[src/rtl/mw_wb_stage.sv]
// M/W pipeline register and write-back mux for the 5-stage MIPS core.
// Optional sub-word load extension is enabled by defining WB_LOAD_EXT_EN.
module mw_wb_stage #(
   parameter logic [31:0] PC_LINK_OFS = 32'd8,
   parameter int          CNT_W       = 32
) (
   input  logic             clk,
   input  logic             reset,
   input  logic             en,
   input  logic             flush,
   input  logic             m_valid,
   input  logic [31:0]      m_pc,
   input  logic             m_reg_we,
   input  logic [4:0]       m_rd,
   input  logic [1:0]       m_wd_sel,
   input  logic [31:0]      m_alu_res,
   input  logic [31:0]      m_mem_rdata,
   input  logic [2:0]       m_load_type,
   output logic             w_we,
   output logic [4:0]       w_a3,
   output logic [31:0]      w_wd,
   output logic [31:0]      w_pc,
   output logic             w_valid,
   output logic [CNT_W-1:0] w_retire_cnt
);

   logic             valid_q;
   logic [31:0]      pc_q;
   logic             reg_we_q;
   logic [4:0]       rd_q;
   logic [1:0]       wd_sel_q;
   logic [31:0]      alu_q;
   logic [31:0]      rdata_q;
   logic [2:0]       load_type_q;
   logic [CNT_W-1:0] cnt_q;
   logic [31:0]      load_val;

   always_ff @(posedge clk) begin
      if (reset) begin
         valid_q     <= 1'b0;
         pc_q        <= '0;
         reg_we_q    <= 1'b0;
         rd_q        <= '0;
         wd_sel_q    <= '0;
         alu_q       <= '0;
         rdata_q     <= '0;
         load_type_q <= '0;
         cnt_q       <= '0;
      end else begin
         // An instruction retires when it leaves W, whether replaced or flushed.
         if (valid_q && (en || flush))
            cnt_q <= cnt_q + {{(CNT_W-1){1'b0}}, 1'b1};
         if (flush) begin
            valid_q     <= 1'b0;
            pc_q        <= '0;
            reg_we_q    <= 1'b0;
            rd_q        <= '0;
            wd_sel_q    <= '0;
            alu_q       <= '0;
            rdata_q     <= '0;
            load_type_q <= '0;
         end else if (en) begin
            valid_q     <= m_valid;
            pc_q        <= m_pc;
            reg_we_q    <= m_reg_we;
            rd_q        <= m_rd;
            wd_sel_q    <= m_wd_sel;
            alu_q       <= m_alu_res;
            rdata_q     <= m_mem_rdata;
            load_type_q <= m_load_type;
         end
      end
   end

`ifdef WB_LOAD_EXT_EN
   logic [1:0]  off;
   logic [7:0]  ld_byte;
   logic [15:0] ld_half;

   always_comb begin
      off     = alu_q[1:0];
      ld_byte = rdata_q[8*off +: 8];
      ld_half = rdata_q[16*off[1] +: 16];
      case (load_type_q)
         3'd1:    load_val = {24'b0, ld_byte};
         3'd2:    load_val = {{24{ld_byte[7]}}, ld_byte};
         3'd3:    load_val = {16'b0, ld_half};
         3'd4:    load_val = {{16{ld_half[15]}}, ld_half};
         default: load_val = rdata_q;
      endcase
   end
`else
   logic unused_load_type;
   assign unused_load_type = ^load_type_q;
   assign load_val         = rdata_q;
`endif

   always_comb begin
      case (wd_sel_q)
         2'd1:    w_wd = load_val;
         2'd2:    w_wd = pc_q + PC_LINK_OFS;
         default: w_wd = alu_q;
      endcase
   end

   assign w_we         = valid_q & reg_we_q & (rd_q != 5'd0);
   assign w_a3         = rd_q;
   assign w_pc         = pc_q;
   assign w_valid      = valid_q;
   assign w_retire_cnt = cnt_q;

endmodule

[config.mk]
export PLATFORM = sky130hd
export DESIGN_NAME = mw_wb_stage
export DESIGN_NICKNAME = d
export VERILOG_FILES = /design/src/rtl/mw_wb_stage.sv
export SDC_FILE = /design/constraint.sdc
export NUM_CORES = 1
export LEC_CHECK = 0
export ABC_AREA = 1
export CORE_UTILIZATION = 47
export DETAILED_ROUTE_END_ITERATION = 8
export PLACE_DENSITY = 0.86
export SLEW_MARGIN = 20
export SYNTH_ARGS = -nofsm -noshare
export SYNTH_HDL_FRONTEND = slang
export SYNTH_SLANG_ARGS = --single-unit
[constraint.sdc]
create_clock -name clk -period 2.2 [get_ports clk]
set_input_delay 0.44 -clock clk [delete_from_list [all_inputs] [get_ports clk]]
set_output_delay 0.44 -clock clk [all_outputs]
set_load 0.02 [all_outputs]
==> impl_results.md, run 1 <==
- # fillers: 954
- Tot Pwr: 6.65 mW
- Register area share after synthesis: 40.3%
- I/O Buffers: 211
- Via count: 8,288
- Cell count after synthesis: 1,049
- Num CTS Buffers: 17
- Iteration-0 DRC Markers: 824
- Post-Place Worst Slack: -0.439 ns
- Cell Rows: 43
- MaxCap Viol Count: 0
- Fin. max-slew vios: 0
- Die width: 122 um
- First-pass GRT wire length: 37.6 mm
- Primary FF master, synth: dfxtp_1
- Cell Area, Placed: 9610 um^2
- Library cells used by synthesis: 33
- Post-Synthesis Cell Area: 6800 um^2
- Final Cycle Share: 115%
- First-pass DRT Iterations: 6
- #FFs+latches synth: 137
- Hold_ws: 0.401 ns
- Worst-skew pair later-pin latency: 0.43 ns
- Final ANT Viol Nets: 0
- Clock Sink Count: 137
- Die height: 122 um
- H-tree levels: 4
- Final setup violation count: 24
- Congestion Overflow GR: 0
- CTS tree: built
- CTS Buffer Depth: 2
- Worst-Margin Slew: 0.401 ns
- Top cell type's share of synthesized area: 40.3%
- Share of layout cells above drive strength 1: 21.1%
- Most frequent cells in the layout: 325 x nand2_1, 177 x clkdlybuf4s50_1, 138 x a21oi_1
- Synth Warn #: 0
- Die ar.: 15,000 um^2
- DR vias/cell: 5.49
- Diodes inserted: 0
- Starting Density: 48.6%
- Clock root buffer: clkbuf_16
- Worst-path maximum fanout: 6
- Worst path arrival time: 2.09 ns
- Placed Instances: 1,471
- Final period demand of the worst path: 2.53 ns
- Syn_nets: 1,165
- Hold Buf Count CTS: 0
- Largest net degree at the start of global routing: 82
- Failing checks: negative setup slack
- GR Util All Layers: 32.5%
- Leading cell type in the layout, fill and taps excluded: nand2_1
- Number of global-route vias before repair: 7,792
- Synth area leaders: dfxtp_1 40%, nand2_1 18%, a21oi_1 12%
- Initial antenna violation count: 0
- HP Class: in2reg
- Crit Path Category: reg2out
- Final non-filler cell total: 1,510
- Total core area: 14,000 um^2
- Worst EP required: 1.76 ns
- Setup TNS: -4.50 ns
- Ys async rst share: 0%
- Final Core Density: 76.6%
- Final net count: 1,433
- DRC viols: 0
- Cell taking the most area after synthesis: dfxtp_1
- Peak supply drop: 0.517 mV
- Gpl congestion: 0.924
- RSZ-0062 raised after global routing: true
- Status: finished with violations
- EDFF count, synth: 0
- Startpoint Class: register
- Worst Setup End Kind: output pin
- Lkg Pwr: 4.18 nW
- Pwr/cell area: 620 nW/um^2
- Final worst slack: -0.332 ns
- Detail Placement HPWL: 16.4 mm
- Io pins: 215
- FMAX: 395 MHz
- Clk_skew: 0.00461 ns
- DR WL/cell: 16.8 um
- Clock transition at the registers of the reported paths: 0.06 ns
- Routed wire length: 25.4 mm
- Hold Vio Cnt, Final: 0
- Layout overhead on the synthesized area: 57.6%
- Fin area: 10,700 um^2
- Syn Area/Cell: 6.48 um^2
- Worst slew margin: 73.1%
state kept, by name (all words and copies together) (netlist names):
signal        count
w_retire_cnt     32
alu_q            32
wd_sel_q          2
w_pc             32
reg_we_q          1
load_val         32
w_valid           1
w_a3              5
what timing repair did:
action | 4_1_cts | 5_1_grt
setup buffers | 1 | 5
pin swaps | 15 | 26
gates cloned | 1 | 0
gates resized for setup | 228 | 82
setup endpoints to repair | 32 | 33
cells by family after synthesis:
logic type	Yosys count	synth area share, %
adders and majority gates	4	0.736
AOI/OAI and AO/OA	217	17.0
DFF	137	40.3
and+or+nand+nor	562	34.5
buffers and inverters	129	7.38
area by class of cell:
cell class                      instances  area, um^2  area share, %
Inverter                               78         304           2.84
Clock inverter                         13         166           1.55
Sequential cell                       137        2760           25.7
Clock buffer                           19         443           4.13
Timing Repair Buffer                  300        2870           26.7
Tap cell                              180         225           2.10
Multi-Input combinational cell        783        3960           36.9
worst max-delay path, stage by stage, from the launching register on:
cell and delay (ns):
dfxtp_1 0.41, nand2_1 0.14, nor2_2 0.20, nand2_4 0.11, nor2_4 0.15, nand2_1 0.09
nand2_1 0.09, nand3_2 0.13, a21oi_2 0.17, buf_4 0.16
cells in the mapped netlist (2+ instances only):
cell type  count
inv_1         75
nand3_1       39
a21oi_1      167
nor2_4         4
ha_1           4
dfxtp_1      137
nand4_1        7
nor2_1       144
nor2_8         2
nand3_2        4
nor2_2         8
buf_2         11
o21bai_1       2
nand4_2        2
o21ai_1        2
clkbuf_1      38
nand2_2        5
nand2_1      334
inv_2          3
nor3_1        10
o21ai_0       20
a211oi_1      20
power breakdown:
part / internal [mW] / switching [mW] / total [mW]
combinational: 0.506 / 0.556 / 1.06
clock: 1.82 / 1.16 / 2.98
sequential: 2.55 / 0.0531 / 2.60
total: 4.88 / 1.77 / 6.65
worst paths after layout:
path	end	slack (ns)	cells after the start	startpoint
worst max-delay path	w_wd[29]	-0.33	9	w_pc[7]
worst min-delay path	w_a3[3]	0.40	3	en
worst max register to register	w_retire_cnt[24]	0.57	9	w_retire_cnt[1]
worst min register to register	alu_q[29]	0.46	2	alu_q[29]
per-layer routing:
layer / track usage [%] / vias to the layer above / wire (um)
met5: 0 / - / 0
met4: 16.7 / 0 / 1160
met3: 7.43 / 101 / 2400
met2: 52.0 / 458 / 11700
met1: 40.7 / 3806 / 10100
li1: - / 3923 / -
(Power assumes the default switching activity.)
==> run 2, diff against run 1 <==
--- a/config.mk
+++ b/config.mk
@@ -13,3 +13,4 @@
 export SYNTH_ARGS = -nofsm -noshare
 export SYNTH_HDL_FRONTEND = slang
 export SYNTH_SLANG_ARGS = --single-unit
+export TNS_END_PERCENT = 50
==> constraint.sdc (replaced) <==
create_clock -name clk -period 2.7 [get_ports clk]
set_input_delay 0.54 -clock clk [delete_from_list [all_inputs] [get_ports clk]]
set_output_delay 0.54 -clock clk [all_outputs]
set_load 0.02 [all_outputs]
==> run 2 against run 1 <==
The flow now finishes without violations. Final cell count fell by 3.1%. Die area did not move. Total power fell by 23%. Sequential power fell by 18%. Clock power fell by 24%. Combinational power fell by 29%. Clock skew barely moved. Worst setup slack improved by 0.36 ns. Via count fell by 5.1%. Critical path type unchanged. Largest power group unchanged. Highest routed layer unchanged.
==> impl_results.md, run 2 (synthesis results as in run 1) <==
- Number of global-route vias before repair: 7,298 (-6.3%)
- Routed wire length: 23.2 mm (-8.7%)
- CTS tree: built
- Fin area: 9920 um^2 (-7.4%)
- Final setup violation count: 0 (-100%)
- Setup TNS: 0 ns (+4.50 ns)
- Initial antenna violation count: 0 (unchanged)
- DR WL/cell: 15.8 um (-5.7%)
- Lkg Pwr: 3.84 nW (-8.0%)
- Hold Vio Cnt, Final: 0 (unchanged)
- Worst-skew pair later-pin latency: 0.43 ns (about the same)
- Largest net degree at the start of global routing: 83 (+1.2%)
- Final period demand of the worst path: 2.67 ns
- MaxCap Viol Count: 0 (unchanged)
- Hold_ws: 0.453 ns (+0.0520 ns)
- Clk pwr share: 44.2% (-0.6 points)
- Layout overhead on the synthesized area: 45.9%
- Crit-path leading delay family: simple AND/OR/NAND/NOR gates
- Cell Area, Placed: 9270 um^2 (-3.5%)
- Final worst slack: 0.0289 ns (+0.361 ns)
- Peak supply drop: 0.420 mV (-19%)
- Diodes inserted: 0 (unchanged)
- Internal power: 3.82 mW (-22%)
- Final Core Density: 70.9% (-5.7 points)
- Final non-filler cell total: 1,463 (-3.1%)
- Starting Density: 48.6% (unchanged)
- Total core area: 14,000 um^2 (unchanged)
- HP Class: in2reg
- Reg power frac: 41.3% (+2.1 points)
- Worst EP required: 2.16 ns (+0.40 ns)
- Clk_skew: 0.00501 ns (+0.000398 ns)
- Critical path cell sequence: ha_2 -> nand2_1 -> nor2_4 -> nand2_1 -> nor2_2 -> buf_4 -> or2_2 -> nand3_1 -> a21oi_2 -> buf_4
- Placed Instances: 1,426 (-3.1%)
- Clock root buffer: clkbuf_16
- Die ar.: 15,000 um^2 (unchanged)
- Most frequent cells in the layout: 332 x nand2_1, 178 x clkdlybuf4s50_1, 158 x a21oi_1
- GR Util All Layers: 30.6% (-1.9 points)
- Startpoint Class: register
- Iteration-0 DRC Markers: 774 (-6.1%)
- Gpl congestion: 0.923 (about the same)
- RSZ-0062 raised after global routing: true
- CTS Buffer Depth: 2 (unchanged)
- Io pins: 215 (unchanged)
- CP bufs+invs: 2 (+1)
- Final net count: 1,387 (-3.2%)
- Worst path arrival time: 2.13 ns (+0.04 ns)
- Crit-path slowest cell: dfxtp_1
- First-pass GRT wire length: 35.7 mm (-5.2%)
- Status: complete, no violations
- Crit Path Category: reg2out
- Critical Path Max Stage Delay: 0.35 ns (-0.06 ns)
- DR vias/cell: 5.38 (-2.0%)
- FMAX: 374 MHz
- Switching power: 1.32 mW (-25%)
- Final ANT Viol Nets: 0 (unchanged)
- Worst Setup End Kind: output pin
- Tot Pwr: 5.14 mW (-23%)
- Num CTS Buffers: 17 (unchanged)
- Final Cycle Share: 98.9%
- First-pass DRT Iterations: 7 (+1)
- Die height: 122 um (unchanged)
- Worst-path maximum fanout: 3 (-3)
- Clock transition at the registers of the reported paths: 0.06 ns (about the same)
- Storage element area: 2750 um^2 (-0.41%)
- Combinational share of power: 14.6% (-1.4 points)
- DRC viols: 0 (unchanged)
- Sw Share: 25.7% (-0.90 points)
- Share of layout cells above drive strength 1: 12.4% (-8.7 points)
- I/O Buffers: 211 (unchanged)
- Detail Placement HPWL: 15.8 mm (-4.0%)
- Die width: 122 um (unchanged)
- Fin. max-slew vios: 0 (unchanged)
- Congestion Overflow GR: 0 (unchanged)
- Pwr/cell area: 518 nW/um^2 (-16%)
- Clock Sink Count: 137 (unchanged)
- Via count: 7,869 (-5.1%)
- Cell Rows: 43 (unchanged)
- Hold Buf Count CTS: 0 (unchanged)
- Area of the multi-input gates: 3690 um^2 (-6.6%)
- # fillers: 1,136 (+19%)
- Worst-Margin Slew: 0.855 ns (+0.454 ns)
- H-tree levels: 4 (unchanged)
- Post-Place Worst Slack: -0.0608 ns (+0.379 ns)
- Worst slew margin: 43.0% (-30 points)
- Leading cell type in the layout, fill and taps excluded: nand2_1
[run 2: power groups by stage]
stage | Combinational, mW | Sequential (mW) | Clock (mW)
finish | 0.750 | 2.12 | 2.27
global route | 0.805 | 2.13 | 2.36
CTS | 0.737 | 2.12 | 2.27
detailed placement | 0.756 | 2.16 | 0
global placement | 0.750 | 2.16 | 0
floorplan | 0.322 | 2.18 | 0
[run 2: layout make-up]
cell class / count / area share, %
Clock buffer: 23 / 4.72
Multi-Input combinational cell: 783 / 37.2
Tap cell: 180 / 2.27
Clock inverter: 8 / 0.971
Sequential cell: 137 / 27.7
Inverter: 78 / 3.00
Timing Repair Buffer: 254 / 24.1
[run 2: final timing paths]
check	from	end	slack, ns	cells after the start
worst max-delay path	w_pc[3]	w_wd[17]	0.03	10
worst min-delay path	en	w_a3[1]	0.45	3
worst max register to register	w_retire_cnt[1]	w_retire_cnt[24]	1.03	8
worst min register to register	load_val[1]	load_val[1]	0.46	2
[run 2: what timing repair did]
| item | in CTS | in global routing |
|---|---|---|
| buffers inserted | 3 | 3 |
| cloned | 0 | 0 |
| pin swaps | 0 | 7 |
| gates resized for setup | 95 | 54 |
| setup endpoints to repair | 32 | 27 |
[run 2: tightest hold or removal path: cells and delay by family]
family | cells | cell delay (ns)
AOI/OAI and AO/OA | 1 | 0.05
buffers and inverters | 1 | 0.17
and+or+nand+nor | 1 | 0.07
[run 2: layer usage]
layer | GRT usage (%) | part of all wire, % | vias up
li1 | - | - | 3820
met1 | 37.6 | 40 | 3606
met2 | 50.1 | 48 | 371
met3 | 8.32 | 8.7 | 72
met4 | 13.1 | 3.2 | 0
met5 | 0 | 0 | -
